`src/rtl/jaa_stream_xlate_pkg.sv`:
```
// Shared opcode values, A32 encoding fields, helper encoders and the translator state enum.
// All encoders take the condition field so the parameterised COND reaches every word.
package jaa_stream_xlate_pkg;

    typedef enum logic [1:0] {
        FETCH_OP  = 2'd0,
        FETCH_ARG = 2'd1,
        EMIT      = 2'd2
    } state_t;

    localparam logic [7:0] OP_NOP       = 8'h00;
    localparam logic [7:0] OP_ICONST_M1 = 8'h02;
    localparam logic [7:0] OP_ICONST_5  = 8'h08;
    localparam logic [7:0] OP_BIPUSH    = 8'h10;
    localparam logic [7:0] OP_ILOAD     = 8'h15;
    localparam logic [7:0] OP_ILOAD_0   = 8'h1A;
    localparam logic [7:0] OP_ILOAD_3   = 8'h1D;
    localparam logic [7:0] OP_ISTORE    = 8'h36;
    localparam logic [7:0] OP_ISTORE_0  = 8'h3B;
    localparam logic [7:0] OP_ISTORE_3  = 8'h3E;
    localparam logic [7:0] OP_POP       = 8'h57;
    localparam logic [7:0] OP_DUP       = 8'h59;
    localparam logic [7:0] OP_SWAP      = 8'h5F;
    localparam logic [7:0] OP_IADD      = 8'h60;
    localparam logic [7:0] OP_ISUB      = 8'h64;

    // Instruction bodies below the condition field; r1/r2 scratch, sp = r13.
    localparam logic [27:0] A_PUSH_R1  = 28'h92D0002;
    localparam logic [27:0] A_PUSH_R2  = 28'h92D0004;
    localparam logic [27:0] A_POP_R1   = 28'h8BD0002;
    localparam logic [27:0] A_POP_R12  = 28'h8BD0006;
    localparam logic [27:0] A_ADD_R112 = 28'h0811002;
    localparam logic [27:0] A_SUB_R121 = 28'h0421001;
    localparam logic [27:0] A_ADD_SP4  = 28'h28DD004;
    localparam logic [19:0] A_MOV_R1   = 20'h3A010;
    localparam logic [19:0] A_MVN_R1   = 20'h3E010;
    localparam logic [7:0]  A_LDR      = 8'h59;
    localparam logic [7:0]  A_STR      = 8'h58;

    function automatic logic op_has_arg(input logic [7:0] op);
        return op inside {OP_BIPUSH, OP_ILOAD, OP_ISTORE};
    endfunction

    function automatic logic op_supported(input logic [7:0] op);
        return op inside {OP_NOP, [OP_ICONST_M1:OP_ICONST_5], OP_BIPUSH, OP_ILOAD,
                          [OP_ILOAD_0:OP_ILOAD_3], OP_ISTORE, [OP_ISTORE_0:OP_ISTORE_3],
                          OP_POP, OP_DUP, OP_SWAP, OP_IADD, OP_ISUB};
    endfunction

    function automatic logic [31:0] enc(input logic [3:0] cond, input logic [27:0] body);
        return {cond, body};
    endfunction

    function automatic logic [31:0] enc_imm(input logic [3:0] cond, input logic [19:0] pfx,
                                            input logic [7:0] imm);
        return {cond, pfx, imm};
    endfunction

    function automatic logic [31:0] enc_ldst(input logic [3:0] cond, input logic [7:0] pfx,
                                             input logic [3:0] base, input logic [7:0] idx,
                                             input int unsigned shift);
        logic [11:0] off;
        off = {4'b0, idx} << shift;
        return {cond, pfx, base, 4'h1, off};
    endfunction

endpackage

```
`src/rtl/jaa_stream_xlate_if.sv`:
```
// Bytecode-in / ARM-word-out handshake bundle plus error reporting.
// slave = translator side, master = fetch buffer / instruction sink side.
interface jaa_stream_xlate_if;
    logic [7:0]  bc_byte;
    logic        bc_valid;
    logic        bc_ready;
    logic [31:0] arm_instruction;
    logic        arm_valid;
    logic        arm_ready;
    logic        err_pulse;
    logic [7:0]  err_opcode;

    modport slave (
        input  bc_byte, bc_valid, arm_ready,
        output bc_ready, arm_instruction, arm_valid, err_pulse, err_opcode
    );

    modport master (
        output bc_byte, bc_valid, arm_ready,
        input  bc_ready, arm_instruction, arm_valid, err_pulse, err_opcode
    );
endinterface

```
`src/rtl/jaa_stream_xlate_uop_rom.sv`:
```
// Combinational expansion table: (opcode, arg, step) -> ARM word and last-word flag.
// Unknown opcodes return a zero word marked last; the FSM never asks for them.
module jaa_stream_xlate_uop_rom
    import jaa_stream_xlate_pkg::*;
#(
    parameter logic [3:0]  COND        = 4'hE,
    parameter int unsigned BASE_REG    = 11,
    parameter int unsigned LOCAL_SHIFT = 2
) (
    input  logic [7:0]  i_opcode,
    input  logic [7:0]  i_arg,
    input  logic [1:0]  i_step,
    output logic [31:0] o_word,
    output logic        o_last
);
    localparam logic [3:0] RB = 4'(BASE_REG);

    logic [7:0] w_idx;

    always_comb begin
        o_word = '0;
        o_last = 1'b1;
        w_idx  = '0;
        case (i_opcode) inside
            [OP_ICONST_M1:OP_ICONST_5]: begin
                if (i_step == 2'd0) begin
                    o_last = 1'b0;
                    o_word = (i_opcode == OP_ICONST_M1) ? enc_imm(COND, A_MVN_R1, 8'h00)
                                                        : enc_imm(COND, A_MOV_R1, i_opcode - 8'd3);
                end else begin
                    o_word = enc(COND, A_PUSH_R1);
                end
            end
            OP_BIPUSH: begin
                if (i_step == 2'd0) begin
                    o_last = 1'b0;
                    // negative bytes fit an 8-bit immediate only as MVN of the complement
                    o_word = i_arg[7] ? enc_imm(COND, A_MVN_R1, ~i_arg)
                                      : enc_imm(COND, A_MOV_R1, i_arg);
                end else begin
                    o_word = enc(COND, A_PUSH_R1);
                end
            end
            OP_ILOAD, [OP_ILOAD_0:OP_ILOAD_3]: begin
                w_idx = (i_opcode == OP_ILOAD) ? i_arg : i_opcode - OP_ILOAD_0;
                if (i_step == 2'd0) begin
                    o_last = 1'b0;
                    o_word = enc_ldst(COND, A_LDR, RB, w_idx, LOCAL_SHIFT);
                end else begin
                    o_word = enc(COND, A_PUSH_R1);
                end
            end
            OP_ISTORE, [OP_ISTORE_0:OP_ISTORE_3]: begin
                w_idx = (i_opcode == OP_ISTORE) ? i_arg : i_opcode - OP_ISTORE_0;
                if (i_step == 2'd0) begin
                    o_last = 1'b0;
                    o_word = enc(COND, A_POP_R1);
                end else begin
                    o_word = enc_ldst(COND, A_STR, RB, w_idx, LOCAL_SHIFT);
                end
            end
            OP_IADD, OP_ISUB: begin
                o_last = (i_step >= 2'd2);
                case (i_step)
                    2'd0:    o_word = enc(COND, A_POP_R12);
                    2'd1:    o_word = enc(COND, (i_opcode == OP_IADD) ? A_ADD_R112 : A_SUB_R121);
                    default: o_word = enc(COND, A_PUSH_R1);
                endcase
            end
            OP_POP: o_word = enc(COND, A_ADD_SP4);
            OP_DUP: begin
                o_last = (i_step >= 2'd2);
                o_word = (i_step == 2'd0) ? enc(COND, A_POP_R1) : enc(COND, A_PUSH_R1);
            end
            OP_SWAP: begin
                o_last = (i_step >= 2'd2);
                case (i_step)
                    2'd0:    o_word = enc(COND, A_POP_R12);
                    2'd1:    o_word = enc(COND, A_PUSH_R1);
                    default: o_word = enc(COND, A_PUSH_R2);
                endcase
            end
            default: ;
        endcase
    end
endmodule

```
`src/rtl/jaa_stream_xlate.sv`:
```
// Streaming bytecode-to-A32 translator: byte handshake at N gives first word valid at N+1, one word/cycle.
// Output word is registered and held while arm_ready is low; bytes are refused while words are pending.
module jaa_stream_xlate
    import jaa_stream_xlate_pkg::*;
#(
    parameter logic [3:0]  COND        = 4'hE,
    parameter int unsigned BASE_REG    = 11,
    parameter int unsigned LOCAL_SHIFT = 2
) (
    input logic               clk,
    input logic               reset,
    jaa_stream_xlate_if.slave bus
);
    state_t      r_state, w_state_nxt;
    logic [7:0]  r_op, w_op_nxt, r_arg, w_arg_nxt, r_err_op, w_err_op_nxt;
    logic [1:0]  r_step, w_step_nxt;
    logic [31:0] r_word, w_word_nxt;
    logic        r_last, w_last_nxt, r_valid, w_valid_nxt;
    logic        r_err_pulse, w_err_pulse_nxt, r_bc_ready, w_bc_ready_nxt;
    logic [7:0]  w_rom_op, w_rom_arg;
    logic [1:0]  w_rom_step;
    logic [31:0] w_rom_word;
    logic        w_rom_last, w_bc_hs, w_arm_hs;

    assign w_bc_hs  = bus.bc_valid & r_bc_ready;
    assign w_arm_hs = r_valid & bus.arm_ready;

    // The ROM looks at the incoming byte while fetching, and at the next step while emitting.
    always_comb begin
        w_rom_op   = r_op;
        w_rom_arg  = r_arg;
        w_rom_step = 2'(r_step + 2'd1);
        if (r_state == FETCH_OP) begin
            w_rom_op   = bus.bc_byte;
            w_rom_step = 2'd0;
        end else if (r_state == FETCH_ARG) begin
            w_rom_arg  = bus.bc_byte;
            w_rom_step = 2'd0;
        end
    end

    jaa_stream_xlate_uop_rom #(
        .COND(COND), .BASE_REG(BASE_REG), .LOCAL_SHIFT(LOCAL_SHIFT)
    ) u_rom (
        .i_opcode(w_rom_op), .i_arg(w_rom_arg), .i_step(w_rom_step),
        .o_word(w_rom_word), .o_last(w_rom_last)
    );

    always_comb begin
        w_state_nxt     = r_state;
        w_op_nxt        = r_op;
        w_arg_nxt       = r_arg;
        w_step_nxt      = r_step;
        w_word_nxt      = r_word;
        w_last_nxt      = r_last;
        w_valid_nxt     = r_valid;
        w_err_pulse_nxt = 1'b0;
        w_err_op_nxt    = r_err_op;
        unique case (r_state)
            FETCH_OP: if (w_bc_hs) begin
                w_op_nxt = bus.bc_byte;
                if (!op_supported(bus.bc_byte)) begin
                    w_err_pulse_nxt = 1'b1;
                    w_err_op_nxt    = bus.bc_byte;
                end else if (op_has_arg(bus.bc_byte)) begin
                    w_state_nxt = FETCH_ARG;
                end else if (bus.bc_byte != OP_NOP) begin
                    w_step_nxt  = 2'd0;
                    w_word_nxt  = w_rom_word;
                    w_last_nxt  = w_rom_last;
                    w_valid_nxt = 1'b1;
                    w_state_nxt = EMIT;
                end
            end
            FETCH_ARG: if (w_bc_hs) begin
                w_arg_nxt   = bus.bc_byte;
                w_step_nxt  = 2'd0;
                w_word_nxt  = w_rom_word;
                w_last_nxt  = w_rom_last;
                w_valid_nxt = 1'b1;
                w_state_nxt = EMIT;
            end
            EMIT: if (w_arm_hs) begin
                if (r_last) begin
                    w_valid_nxt = 1'b0;
                    w_step_nxt  = 2'd0;
                    w_state_nxt = FETCH_OP;
                end else begin
                    w_step_nxt = w_rom_step;
                    w_word_nxt = w_rom_word;
                    w_last_nxt = w_rom_last;
                end
            end
            default: w_state_nxt = FETCH_OP;
        endcase
        w_bc_ready_nxt = (w_state_nxt != EMIT);
    end

    always_ff @(posedge clk or posedge reset) begin
        if (reset) begin
            r_state     <= FETCH_OP;
            r_op        <= '0;
            r_arg       <= '0;
            r_step      <= '0;
            r_word      <= '0;
            r_last      <= 1'b0;
            r_valid     <= 1'b0;
            r_err_pulse <= 1'b0;
            r_err_op    <= '0;
            r_bc_ready  <= 1'b0;
        end else begin
            r_state     <= w_state_nxt;
            r_op        <= w_op_nxt;
            r_arg       <= w_arg_nxt;
            r_step      <= w_step_nxt;
            r_word      <= w_word_nxt;
            r_last      <= w_last_nxt;
            r_valid     <= w_valid_nxt;
            r_err_pulse <= w_err_pulse_nxt;
            r_err_op    <= w_err_op_nxt;
            r_bc_ready  <= w_bc_ready_nxt;
        end
    end

    assign bus.bc_ready        = r_bc_ready;
    assign bus.arm_instruction = r_word;
    assign bus.arm_valid       = r_valid;
    assign bus.err_pulse       = r_err_pulse;
    assign bus.err_opcode      = r_err_op;
endmodule

```
`src/flat_wrapper.sv`:
```
// flat-port wrapper written by rule: the top's interface ports become plain ports
module jaa_stream_xlate_flat import jaa_stream_xlate_pkg::*;
#(
    parameter logic [3:0]  COND        = 4'hE,
    parameter int unsigned BASE_REG    = 11,
    parameter int unsigned LOCAL_SHIFT = 2
)
  (clk, reset, bus_bc_byte, bus_bc_valid, bus_arm_ready, bus_bc_ready, bus_arm_instruction, bus_arm_valid, bus_err_pulse, bus_err_opcode);
  jaa_stream_xlate_if bus_i ();
  input logic clk;
  input logic reset;
  input wire logic [$bits(bus_i.bc_byte)-1:0] bus_bc_byte;
  input wire logic [$bits(bus_i.bc_valid)-1:0] bus_bc_valid;
  input wire logic [$bits(bus_i.arm_ready)-1:0] bus_arm_ready;
  output wire logic [$bits(bus_i.bc_ready)-1:0] bus_bc_ready;
  output wire logic [$bits(bus_i.arm_instruction)-1:0] bus_arm_instruction;
  output wire logic [$bits(bus_i.arm_valid)-1:0] bus_arm_valid;
  output wire logic [$bits(bus_i.err_pulse)-1:0] bus_err_pulse;
  output wire logic [$bits(bus_i.err_opcode)-1:0] bus_err_opcode;
  assign bus_i.bc_byte = bus_bc_byte;
  assign bus_i.bc_valid = bus_bc_valid;
  assign bus_i.arm_ready = bus_arm_ready;
  assign bus_bc_ready = bus_i.bc_ready;
  assign bus_arm_instruction = bus_i.arm_instruction;
  assign bus_arm_valid = bus_i.arm_valid;
  assign bus_err_pulse = bus_i.err_pulse;
  assign bus_err_opcode = bus_i.err_opcode;
  jaa_stream_xlate #(.COND(COND), .BASE_REG(BASE_REG), .LOCAL_SHIFT(LOCAL_SHIFT)) u_core (.clk(clk), .reset(reset), .bus(bus_i));
endmodule
```
`config.mk`:
```
export PLATFORM = sky130hd
export DESIGN_NAME = jaa_stream_xlate_flat
export DESIGN_NICKNAME = d
export VERILOG_FILES = /design/src/rtl/jaa_stream_xlate_pkg.sv /design/src/rtl/jaa_stream_xlate_if.sv /design/src/rtl/jaa_stream_xlate_uop_rom.sv /design/src/rtl/jaa_stream_xlate.sv /design/src/flat_wrapper.sv
export SDC_FILE = /design/constraint.sdc
export NUM_CORES = 1
export LEC_CHECK = 0
export ABC_CLOCK_PERIOD_IN_PS = 10700
export BUFFER_PORTS_ARGS = -buffer_cell sky130_fd_sc_hd__buf_4
export CELL_PAD_IN_SITES_DETAIL_PLACEMENT = 1
export CELL_PAD_IN_SITES_GLOBAL_PLACEMENT = 1
export CORE_ASPECT_RATIO = 0.75
export CORE_UTILIZATION = 40
export CTS_CLUSTER_DIAMETER = 80
export DETAILED_ROUTE_END_ITERATION = 8
export PLACE_DENSITY = 0.72
export REMOVE_ABC_BUFFERS = 1
export SLEW_MARGIN = 20
export SYNTH_ARGS = -nofsm -noshare
export SYNTH_HDL_FRONTEND = slang
export SYNTH_HIERARCHICAL = 1
export SYNTH_SLANG_ARGS = --single-unit
```
`constraint.sdc`:
```
create_clock -name clk -period 10.7 [get_ports clk]
set_clock_uncertainty 0.05 [all_clocks]
set_input_delay 1.605 -clock clk [delete_from_list [all_inputs] [get_ports clk]]
set_output_delay 1.605 -clock clk [all_outputs]
set_load 0.03 [all_outputs]
```
Yosys cells after proc, flatten, opt, wreduce, memory -nomap -nowiden
Cells that the tools add are included.

word-level totals
  register bits after elaboration = 64
  input port bits = 12
  output and inout bits = 43
  logic and storage cells = 159

cells by class
  add/subtract/negate cells = 4
  $lt $le $gt $ge = 13
  equal/unequal tests = 29
  multiplexer cells = 77
  bitwise logic cells = 4
  reduce and logical (&&, ||, !) cells = 22

operators by type and width
  cell                count
  $mux 32             15
  $mux 28             4
  $pmux 32 s3         1
  $eq 8x7->1 const B  10
  $pmux 28 s2         1
  $pmux 25 s2         1
  $mux 23             2
  $mux 8              5
  $eq 8x5->1 const B  4
  $mux 2              16
  $mux 1              26
  $mux 25             1
  $mux 24             1
  $eq 8x6->1 const B  2
  $ge 8x2->1 const B  2
  $ge 8x5->1 const B  2
  $ge 8x6->1 const B  2
  $le 8x4->1 const B  2
  $le 8x5->1 const B  2
  $le 8x6->1 const B  2
  $reduce_and 8->1    2
  $pmux 2 s3          2
  $reduce_bool 12->1  1
  $ne 2x2->1 const B  5
  22 further kinds    38

Depth between registers and ports, before layout
Gate-level depths: netlist of the first run.

  depth in word-level cells = 18
  gate-level depth with buffers = 14
  gate-level depth less buffers = 11

Cells and area by module
The synthesis of the first run kept the hierarchy.

modules (own cells, without submodules)
  module                    times used  cells each  area each (sq um)
  jaa_stream_xlate          1           246         2909.0
  jaa_stream_xlate_uop_rom  1           210         1388.8

Worst setup path before layout of the first run
OpenSTA, ideal clock, no wires.

  kind = in2reg
  start = input port bus_bc_byte[2]
  end = register u_core.r_word[30] (netlist: u_core/bus.arm_instruction[30])
  library setup time = 0.125 ns
  data arrival time = 3.944 ns
  required time = 10.525 ns
  path slack = 6.582 ns
  cell stages on the path = 13
  path buffers = 4
  cell sequence = buf_2 -> mux2_2 -> buf_2 -> inv_1 -> ha_1 -> nand2b_1 -> a21oi_1 -> o21a_1 -> clkbuf_1 -> nor3_1 -> nand3_1 -> buf_4 -> mux2_2

between the ends
  word-level cells in the longest chain between the ends = 15
  elaborated cells between the ends (all ways) = 62
  classes of those cells = order compare (12); eq/ne (19); mux (17); reduce/logical (14)

ends and longest elaborated chain
  element                      line                            text
  from (decl)                  flat_wrapper.sv:12              input wire logic [$bits(bus_i.bc_byte)-1:0] bus_bc_byte;
  $mux 8 (*)                   jaa_stream_xlate.sv:33          if (r_state == FETCH_OP) begin
  via u_core.w_rom_op[2]       jaa_stream_xlate.sv:20          logic [7:0] w_rom_op, w_rom_arg;
  $eq 8x7->1 (no source line)  --
  $mux 32 (7 in series)        jaa_stream_xlate_uop_rom.sv:24  case (i_opcode) inside
  $mux 32 (*)                  jaa_stream_xlate_uop_rom.sv:24
  via u_core.w_rom_word[30]    jaa_stream_xlate.sv:22          logic [31:0] w_rom_word;
  $mux 32                      jaa_stream_xlate.sv:67          end else if (bus.bc_byte != OP_NOP) begin
  $mux 32                      jaa_stream_xlate.sv:65          end else if (op_has_arg(bus.bc_byte)) begin
  $mux 32                      jaa_stream_xlate.sv:62          if (!op_supported(bus.bc_byte)) begin
  $mux 32                      jaa_stream_xlate.sv:60          FETCH_OP: if (w_bc_hs) begin
  $pmux 32 s3 (*)              jaa_stream_xlate.sv:59          unique case (r_state)
  to (signal assigned)         jaa_stream_xlate.sv:116         r_word <= w_word_nxt;
  to (decl)                    jaa_stream_xlate.sv:17          logic [31:0] r_word, w_word_nxt;

Mark *: on every way through the listed nets, which the timed path passes. The rest lies on a longest branch. The select of a mux whose other input is x is not followed.
A chain may end at the register's enable or synchronous reset.

Final worst setup path of the first run
  start = input port bus_bc_byte[2]
  end = register u_core.r_last

between the ends
  word-level cells in the longest chain between the ends = 15
  elaborated cells between the ends (all ways) = 62
  classes of those cells = order compare (12); eq/ne (19); mux (17); reduce/logical (14)

ends and longest elaborated chain
  element                      line                            text
  $mux 8 (*)                   jaa_stream_xlate.sv:33
  via u_core.w_rom_op[2]       jaa_stream_xlate.sv:20
  $eq 8x7->1 (no source line)  --
  $mux 1 (7 in series)         jaa_stream_xlate_uop_rom.sv:24
  $mux 1 (*)                   jaa_stream_xlate_uop_rom.sv:24
  via u_core.w_rom_last        jaa_stream_xlate.sv:23          logic w_rom_last, w_bc_hs, w_arm_hs;
  $mux 1                       jaa_stream_xlate.sv:67
  $mux 1                       jaa_stream_xlate.sv:65
  $mux 1                       jaa_stream_xlate.sv:62
  $mux 1                       jaa_stream_xlate.sv:60
  $pmux 1 s3 (*)               jaa_stream_xlate.sv:59
  to (signal assigned)         jaa_stream_xlate.sv:117         r_last <= w_last_nxt;
  to (decl)                    jaa_stream_xlate.sv:18          logic r_last, w_last_nxt, r_valid, w_valid_nxt;

Marked as above.

==> run summary, run 1 <==
TritonCTS built the clock tree. The first global-routing pass estimated 19.47 mm of wire. For this design, the CTS-stage hold fixing added 0 buffers. During placement, the flow inserted port buffers numbering 54. In the synthesized netlist the dominant register cell turns out to be dfrtp_1. The pre-antenna-repair detailed-routing pass consisted of 4 iterations. The overall global routing resource usage was 0.2261. The data required time of the worst path is 10.86 ns, and the number of clock sinks is 64. The area growth from synthesis to layout is 17.41%.

The fraction of the cycle the final worst path needs is 0.4084. In this run the count of I/O pins placed on the die edge is 55. For this run, design rule violations remaining after detail routing come to 0.

The final period demand of the worst path is 4.370 ns, and the part of the power in registers is 0.293. Along the worst path, the maximum fanout reaches 20. The tools report the endpoint type of the worst setup path as a flop. The tools report the maximum number of buffers from clock root to sink as 2. The routability-driven placement congestion ratio is 0.8830. The library cells used most frequently in the layout, excluding fill and tap cells, are 64 x dfrtp_1, 59 x nand2_1, 58 x mux2_2, 56 x buf_4, 28 x nor2_1.

The synthesized design contains 0 enable-type register cells. Counting the buffers created by CTS gives 9. In the post-route analysis, the smallest setup slack over all paths is 6.330 ns. The via count of the first global-routing pass is 3,638. For this run, the post-layout net count is 511. The post-placement setup slack came out at 6.058 ns. The clock input transition at the sequential cells of the worst setup and hold paths works out to 0.05 ns. Setup repair after global routing left no endpoint under its margin. Clock tree synthesis selected as its root buffer the cell clkbuf_16. The count of distinct cell types in the synthesized netlist is 71.

For the layout filler cell count, the log shows 1,175. The area used by multi-input combinational logic came out at 2469 sq um. The run gives 0 as the remaining number of nets flagged by the antenna check after routing. The run gives 0 as the number of pins with negative max-slew slack in the final report.

Category of the worst setup path launch point: an input port. The ratio of total power to cell area was 250.6 nW/um^2; the number of instances in the synthesized netlist was 456. The type of the worst setup path is input port to flop.

Leaving out fill and tap cells, the most frequent cell in the layout is dfrtp_1. Once detailed placement completed, the half-perimeter wirelength came to 8.646 mm. Power comes to 1264 uW. The run gives 493.2 uW as the net switching power of the design. The via count normalized by instance count is 5.666. The logs give 0 for the count of final hold-check violations and 0.4145 for the starting utilization of the core area. The placeable core region is 10,370 sq um, and the number of max-cap violations is 0.

The logs give 0 for the initial antenna violation count and 0 for the number of setup violations in the final report. The worst slew margin relative to its limit is 0.3435, and the clock latency at the later pin of the worst-skew pair is 0.33 ns. Dividing the detail-routed wire length by the instance count gives 19.04 um. The logs give 0 for the antenna diode count and 0.3423 for the met2 global-route usage. Summed over all layers, the routed wires come to 12.02 mm. The total overflow left after global routing is 0. The run gives 0 as the buffers inserted during post-CTS setup optimization. Measured along the y axis, the die boundary spans 91.77 um. Width of the die: 121.7 um.

For the worst setup path, the data arrival time is 4.53 ns. Cell internal power was estimated by the tool at 771.3 uW. The global routing met1 resource utilization was 0.3257; the slew at the pin closest to its max-slew limit was 0.9811 ns. The tools report the portion of total power attributed to combinational logic as 0.443. The clock tree synthesis step divided the H-tree into 3 levels. The tools report the number of core rows as 32. The logs give 228 for the number of DRC violations after detailed-routing iteration 0 and 122.2 uV for the largest voltage drop on the vdd net. The part of the Yosys area used for sequential elements is 0.3726. The fraction of final layout cells with drive strength greater than 1 works out to 0.2848. The path type of the worst min-delay path was flop to flop. Entering global routing, the biggest net connects 65 pins. The mean area per synthesized cell works out to 9.425 sq um.

The async set or reset register ratio after synthesis works out to 1.000. For the post-cts resize count, the log shows 0. The leakage power figure is 0.002311 uW, and the die footprint is 11,170 sq um. Summing every instance area after synthesis gives 4298 sq um. The flow ran to the end, and the final reports show no timing, DRC or antenna violations. The portion of total power attributed to the clock network is 0.264, and the accumulated negative setup slack is 0 ns.

The switching part of the total power is 0.3900, and the count of vias placed by the detailed router is 3,575. For the met3 demand-to-capacity share in global routing, the log shows 0.04664. Synthesis inferred 64 register bits. Based on the critical path, the design can be clocked at up to 228.8 MHz. The Yosys step of the flow raised 6 warnings.

The layer flagged by global routing as most heavily used is met2. Summing all flip-flop and latch instances after layout gives 1602 sq um.
==> critical path, cell delays in order <==
cell and delay, ns:
buf_4 0.16, mux2_2 0.44, inv_1 0.18, ha_1 0.21
nand2b_1 0.10, a221o_1 0.34, a21oi_1 0.58, nor3_1 0.29
a2bb2oi_1 0.21, nand2b_1 0.14, mux2_2 0.25
==> routing by layer <==
metal | share of wire | wire, um
met1 | 0.50 | 5978
met5 | 0 | 0
met2 | 0.44 | 5318
met4 | 0.010 | 122
met3 | 0.050 | 597
==> Yosys cell counts (3+ instances only) <==
cell type	n	area [sq um]
mux2_2	58	653.1
nor2b_1	8	50.05
or3_1	4	25.02
o21a_1	3	22.52
dfrtp_1	64	1602
a2bb2oi_1	3	26.28
or2_2	3	18.77
xnor2_1	12	105.1
nor2_1	28	105.1
buf_2	8	40.04
mux2i_1	3	30.03
nor3b_1	3	22.52
o31ai_1	3	22.52
buf_4	11	82.58
a21oi_1	19	95.09
o211ai_1	3	22.52
inv_1	13	48.80
nand3_1	9	45.04
nand2b_1	8	50.05
clkbuf_1	13	48.80
nand3b_1	3	22.52
o221ai_1	5	43.79
nor3_1	17	85.08
xor2_1	9	78.83
ha_1	9	112.6
nand2_1	59	221.5
o21ai_0	22	110.1
==> per-stage QoR <==
stage	hold WS (ns)	util	instance area, sq um	instances
2_1_floorplan	0.3901	-	4108	423
3_3_place_gp	0.4027	0.4542	4710	615
3_5_place_dp	0.4134	0.4542	4710	615
4_1_cts	0.4251	0.4866	5046	631
5_1_grt	0.4564	0.4866	5046	631
6_report	0.4263	0.4866	5046	631
==> power groups by stage <==
stage	registers [uW]	logic, uW	clock network, uW
final	370	560	334
after global routing	382	599	352
after CTS	372	561	342
after detailed placement	374	557	0
after global placement	370	545	0
after floorplan	470	276	0
==> worst paths after layout <==
| path | from | to | slack [ns] | cells past startpoint |
|---|---|---|---|---|
| setup / recovery | bus_bc_byte[2] | u_core/r_last | 6.33 | 11 |
| hold / removal | u_core/r_arg[4] | u_core/r_arg[4] | 0.43 | 2 |
| setup reg to reg | u_core/r_state[1] | u_core/r_last | 6.40 | 11 |
| hold reg to reg | u_core/r_arg[4] | u_core/r_arg[4] | 0.43 | 2 |
| max in group asynchronous | reset | u_core/r_op[0] | 8.57 | 3 |
| min in group asynchronous | reset | u_core/bus.err_opcode[1] | 1.45 | 3 |
==> sequential cells by signal (all words and copies together), names as in the netlist <==
| name | flops |
|---|---|
| u_core/bus.bc_ready | 1 |
| u_core/bus.err_pulse | 1 |
| u_core/r_arg | 8 |
| u_core/bus.arm_instruction | 32 |
| u_core/r_step | 2 |
| u_core/r_last | 1 |
| u_core/bus.arm_valid | 1 |
| u_core/bus.err_opcode | 8 |
| u_core/r_op | 8 |
| u_core/r_state | 2 |
==> cells by family after synthesis <==
kind of cell	Yosys count	share of synthesized area
compound gates	88	0.1432
xor+xnor	21	0.04280
other cells	1	0.0008725
buf+inv	49	0.05823
flops	64	0.3726
mux	63	0.1651
fa+ha+maj	9	0.02620
simple gates	161	0.1910
==> cell type report <==
| cell class | count | area share |
|---|---|---|
| Sequential cell | 64 | 0.3174 |
| Inverter | 13 | 0.009670 |
| Tap cell | 136 | 0.03372 |
| Clock buffer | 10 | 0.04538 |
| Timing Repair Buffer | 56 | 0.08331 |
| Multi-Input combinational cell | 346 | 0.4892 |
| Clock inverter | 6 | 0.02132 |
Note: power is estimated with default switching activity, not from simulation.
==> inputs of run 2 (changes only) <==
Settings changed: ABC_CLOCK_PERIOD_IN_PS 10700 to 3800, PLACE_DENSITY 0.72 to 0.75.
Clock period 10.7 ns to 3.8 ns, I/O delays scaled along.
==> run 2 against run 1 <==
- sequential share of layout area is 0.14 points lower
- setup slack worse by 5.8 ns
- wire length is 0.59% higher
- cell count is 1.6% higher
- die area stayed put
- critical path depth is 2 lower
- total power grew to 2.7 times the previous value
- combinational power grew to 2.9 times the previous value
- hold slack worse by 0.0097 ns
- first-iteration DRC count is 15% higher
==> run summary, run 2 (same netlist as run 1, synthesis figures left out) <==
The flow ran to the end, and the final reports show no timing, DRC or antenna violations. The y dimension of the die came out at 91.77 um (unchanged). Largest net degree at the start of global routing: 44 (was 65). The final cell utilization of the core is 0.4888 (was 0.4866). Setup repair after global routing left no endpoint under its margin. The logs give 0 (unchanged) for the post-cts resize count and 32 (unchanged) for the number of core rows. The smallest hold slack was 0.4166 ns (was 0.4263 ns). The post-placement cell area is 4807 sq um (was 4710 sq um), and the count of vias placed by the detailed router is 3,688 (was 3,575). The master of the slowest instance on the critical path is or4b_4 (was a21oi_1). For the residual overflow from global routing, the log shows 0 (unchanged). The category of the worst setup path launch point was a flop (was an input port). Data required time of the worst path: 3.97 ns (was 10.86 ns). The type of the worst setup path was flop to flop (was input port to flop). Via count of the first global-routing pass: 3,839 (was 3,638). The placeable core region came out at 10,370 sq um (unchanged).

The path type of the worst min-delay path was input port to async pin (was flop to flop). The I/O pin count is 55 (unchanged), and the stage delay of the slowest cell on the critical path is 0.56 ns (was 0.58 ns). The ratio of total power to cell area was 669.4 nW/um^2 (was 250.6 nW/um^2). The via count normalized by instance count is 5.754 (was 5.666), and the count of hold buffers inserted by post-cts repair is 0 (unchanged).

Cell with the most instances on the worst path: mux2_2. The endpoint type of the worst setup path is a flop (unchanged). The signal arrival time at the worst endpoint is 3.47 ns (was 4.53 ns). The routed length per placed instance came out at 18.86 um (was 19.04 um). TritonCTS built the clock tree.

The post-detailed-routing wire length was 12.09 mm (was 12.02 mm); the die footprint was 11,170 sq um (unchanged). For the number of clock sinks, the log shows 64 (unchanged). Maximum number of buffers from clock root to sink: 2 (unchanged). For the number of search-and-repair iterations in the first detailed-routing pass, the log shows 5 (was 4). For the routability-driven placement congestion ratio, the log shows 0.8679 (was 0.8830).

Leakage power figure: 0.002342 uW (was 0.002311 uW). The summed area of non-filler cells in the final layout is 5069 sq um (was 5046 sq um). The fraction of the cycle the final worst path needs was 0.8677; the slew at the pin closest to its max-slew limit was 0.9615 ns (was 0.9811 ns).

The antenna diode count is 0 (unchanged). The total number of nets in the final design was 524 (was 511). Buffers inserted during post-CTS setup optimization: 0 (unchanged).

The width of the die is 121.7 um (unchanged). The number of buffers created by CTS is 9 (unchanged). The count of buffers from port buffering came out at 54 (unchanged). The number of placed cells counting well taps was 628 (was 615); the fraction of final layout cells with drive strength greater than 1 was 0.2990 (was 0.2848). The maximum fanout count along the critical path is 11 (was 20).

Largest voltage drop on the vdd net: 280.7 uV (was 122.2 uV). The non-filler instance count after layout was 641 (was 631); the number of H-tree levels was 3 (unchanged). The run gives 0.4145 (unchanged) as the starting utilization of the core area.

The tools report the overall global routing resource usage as 0.2352 (was 0.2261). Number of setup violations in the final report: 0 (unchanged). Most frequent standard cell in the layout excluding fill and tap cells: buf_4 (was dfrtp_1). For the total half-perimeter wirelength after legalization and detailed placement, the log shows 8.742 mm (was 8.646 mm). Leading cell types in the layout, fill and taps excluded: 69 x buf_4, 64 x dfrtp_1, 59 x nand2_1, 58 x mux2_2, 28 x nor2_1 (was 64 x dfrtp_1, 59 x nand2_1, 58 x mux2_2, 56 x buf_4, 28 x nor2_1). Counting I/O delays and the setup requirement, the final critical path takes 3.297 ns. Crit-path cells: nor2_1, buf_4, mux2_2, inv_1, ha_1, or4b_4, mux2_4, a221o_1, mux2_2 (was buf_4, mux2_2, inv_1, ha_1, nand2b_1, a221o_1, a21oi_1, nor3_1, a2bb2oi_1, nand2b_1, mux2_2). The global-route wire length before repair was 20.28 mm (was 19.47 mm); the flip-flop count of the largest register after layout was 32 (unchanged). For the number of max-cap violations, the log shows 0 (unchanged).

The tools report the worst slew margin relative to its limit as 0.3581 (was 0.3435). Detailed-route DRC error count: 0 (unchanged). The run gives 0 (unchanged) as the initial antenna violation count.

Count of final hold-check violations: 0 (unchanged). The clock input transition at the sequential cells of the worst setup and hold paths is 0.05 ns (about the same), and the number of DRC violations after detailed-routing iteration 0 is 262 (was 228). Clock latency at the later pin of the worst-skew pair: 0.34 ns (was 0.33 ns). The highest clock frequency the design can meet was 303.3 MHz. Area added between synthesis and finish: 17.93% (was 17.41%). The flop-to-flop setup slack is 0.50 ns (was 6.40 ns), and the accumulated negative setup slack is 0 ns (unchanged). The run gives 0 (unchanged) as the number of pins with negative max-slew slack in the final report. The cell at the root of the clock tree was clkbuf_16 (unchanged). The run gives 0 (unchanged) as the remaining number of nets flagged by the antenna check after routing.
## run 2: cell count changes in the layout (fill, tap and decap cells not counted)
cell / before / now
bufinv_16: 3 / 0
clkinvlp_4: 1 / 0
clkbuf_8: 0 / 2
buf_4: 56 / 69
clkinv_2: 2 / 1
## run 2: where the power goes
part / total, uW / switching [uW] / internal [uW]
Sequential: 1040 / 132 / 908
Clock: 747 / 283 / 464
Combinational: 1610 / 960 / 646
## run 2: final cells by class
| type | count | area, sq um |
|---|---|---|
| clock buffers | 12 | 256.5 |
| multi-input cells | 346 | 2469 |
| inverters | 13 | 48.80 |
| flip-flops and latches | 64 | 1602 |
| repair buffers | 69 | 518.0 |
| clock inverters | 1 | 5.005 |
| fillers | 1192 | 5301 |
| well taps | 136 | 170.2 |
## run 2: routing by layer
| layer | vias up | routed length, um | track usage |
|---|---|---|---|
| met4 | 0 | 121 | 0.06893 |
| met2 | 94 | 5650 | 0.3679 |
| li1 | 1716 | - | - |
| met5 | - | 0 | 0 |
| met3 | 12 | 574 | 0.05162 |
| met1 | 1866 | 5740 | 0.3236 |
## run 2: critical path: cells and delay by family, from the launching register on
family,cells,cell delay (ns)
simple gates,2,0.70
flops,1,0.44
compound gates,1,0.35
fa+ha+maj,1,0.19
mux,3,1.03
buf+inv,2,0.41
## run 2: final timing paths
kind	from	endpoint	cells past startpoint
min in group clk	u_core/r_arg[6]	u_core/r_arg[6]	2
worst min register to register	u_core/r_arg[6]	u_core/r_arg[6]	2
max in group asynchronous	reset	u_core/bus.arm_instruction[26]	3
worst max register to register	u_core/r_state[1]	u_core/bus.arm_instruction[5]	9
worst max-delay path	u_core/r_state[1]	u_core/bus.arm_instruction[5]	9
worst min-delay path	reset	u_core/bus.arm_instruction[5]	2
## run 2: stage by stage
stage | total power, uW | setup WS [ns]
2_1_floorplan | 2102 | 0.4211
3_3_place_gp | 2602 | 0.6310
3_5_place_dp | 2648 | 0.5310
4_1_cts | 3412 | 0.5098
5_1_grt | 3581 | 0.3312
6_report | 3393 | 0.5026
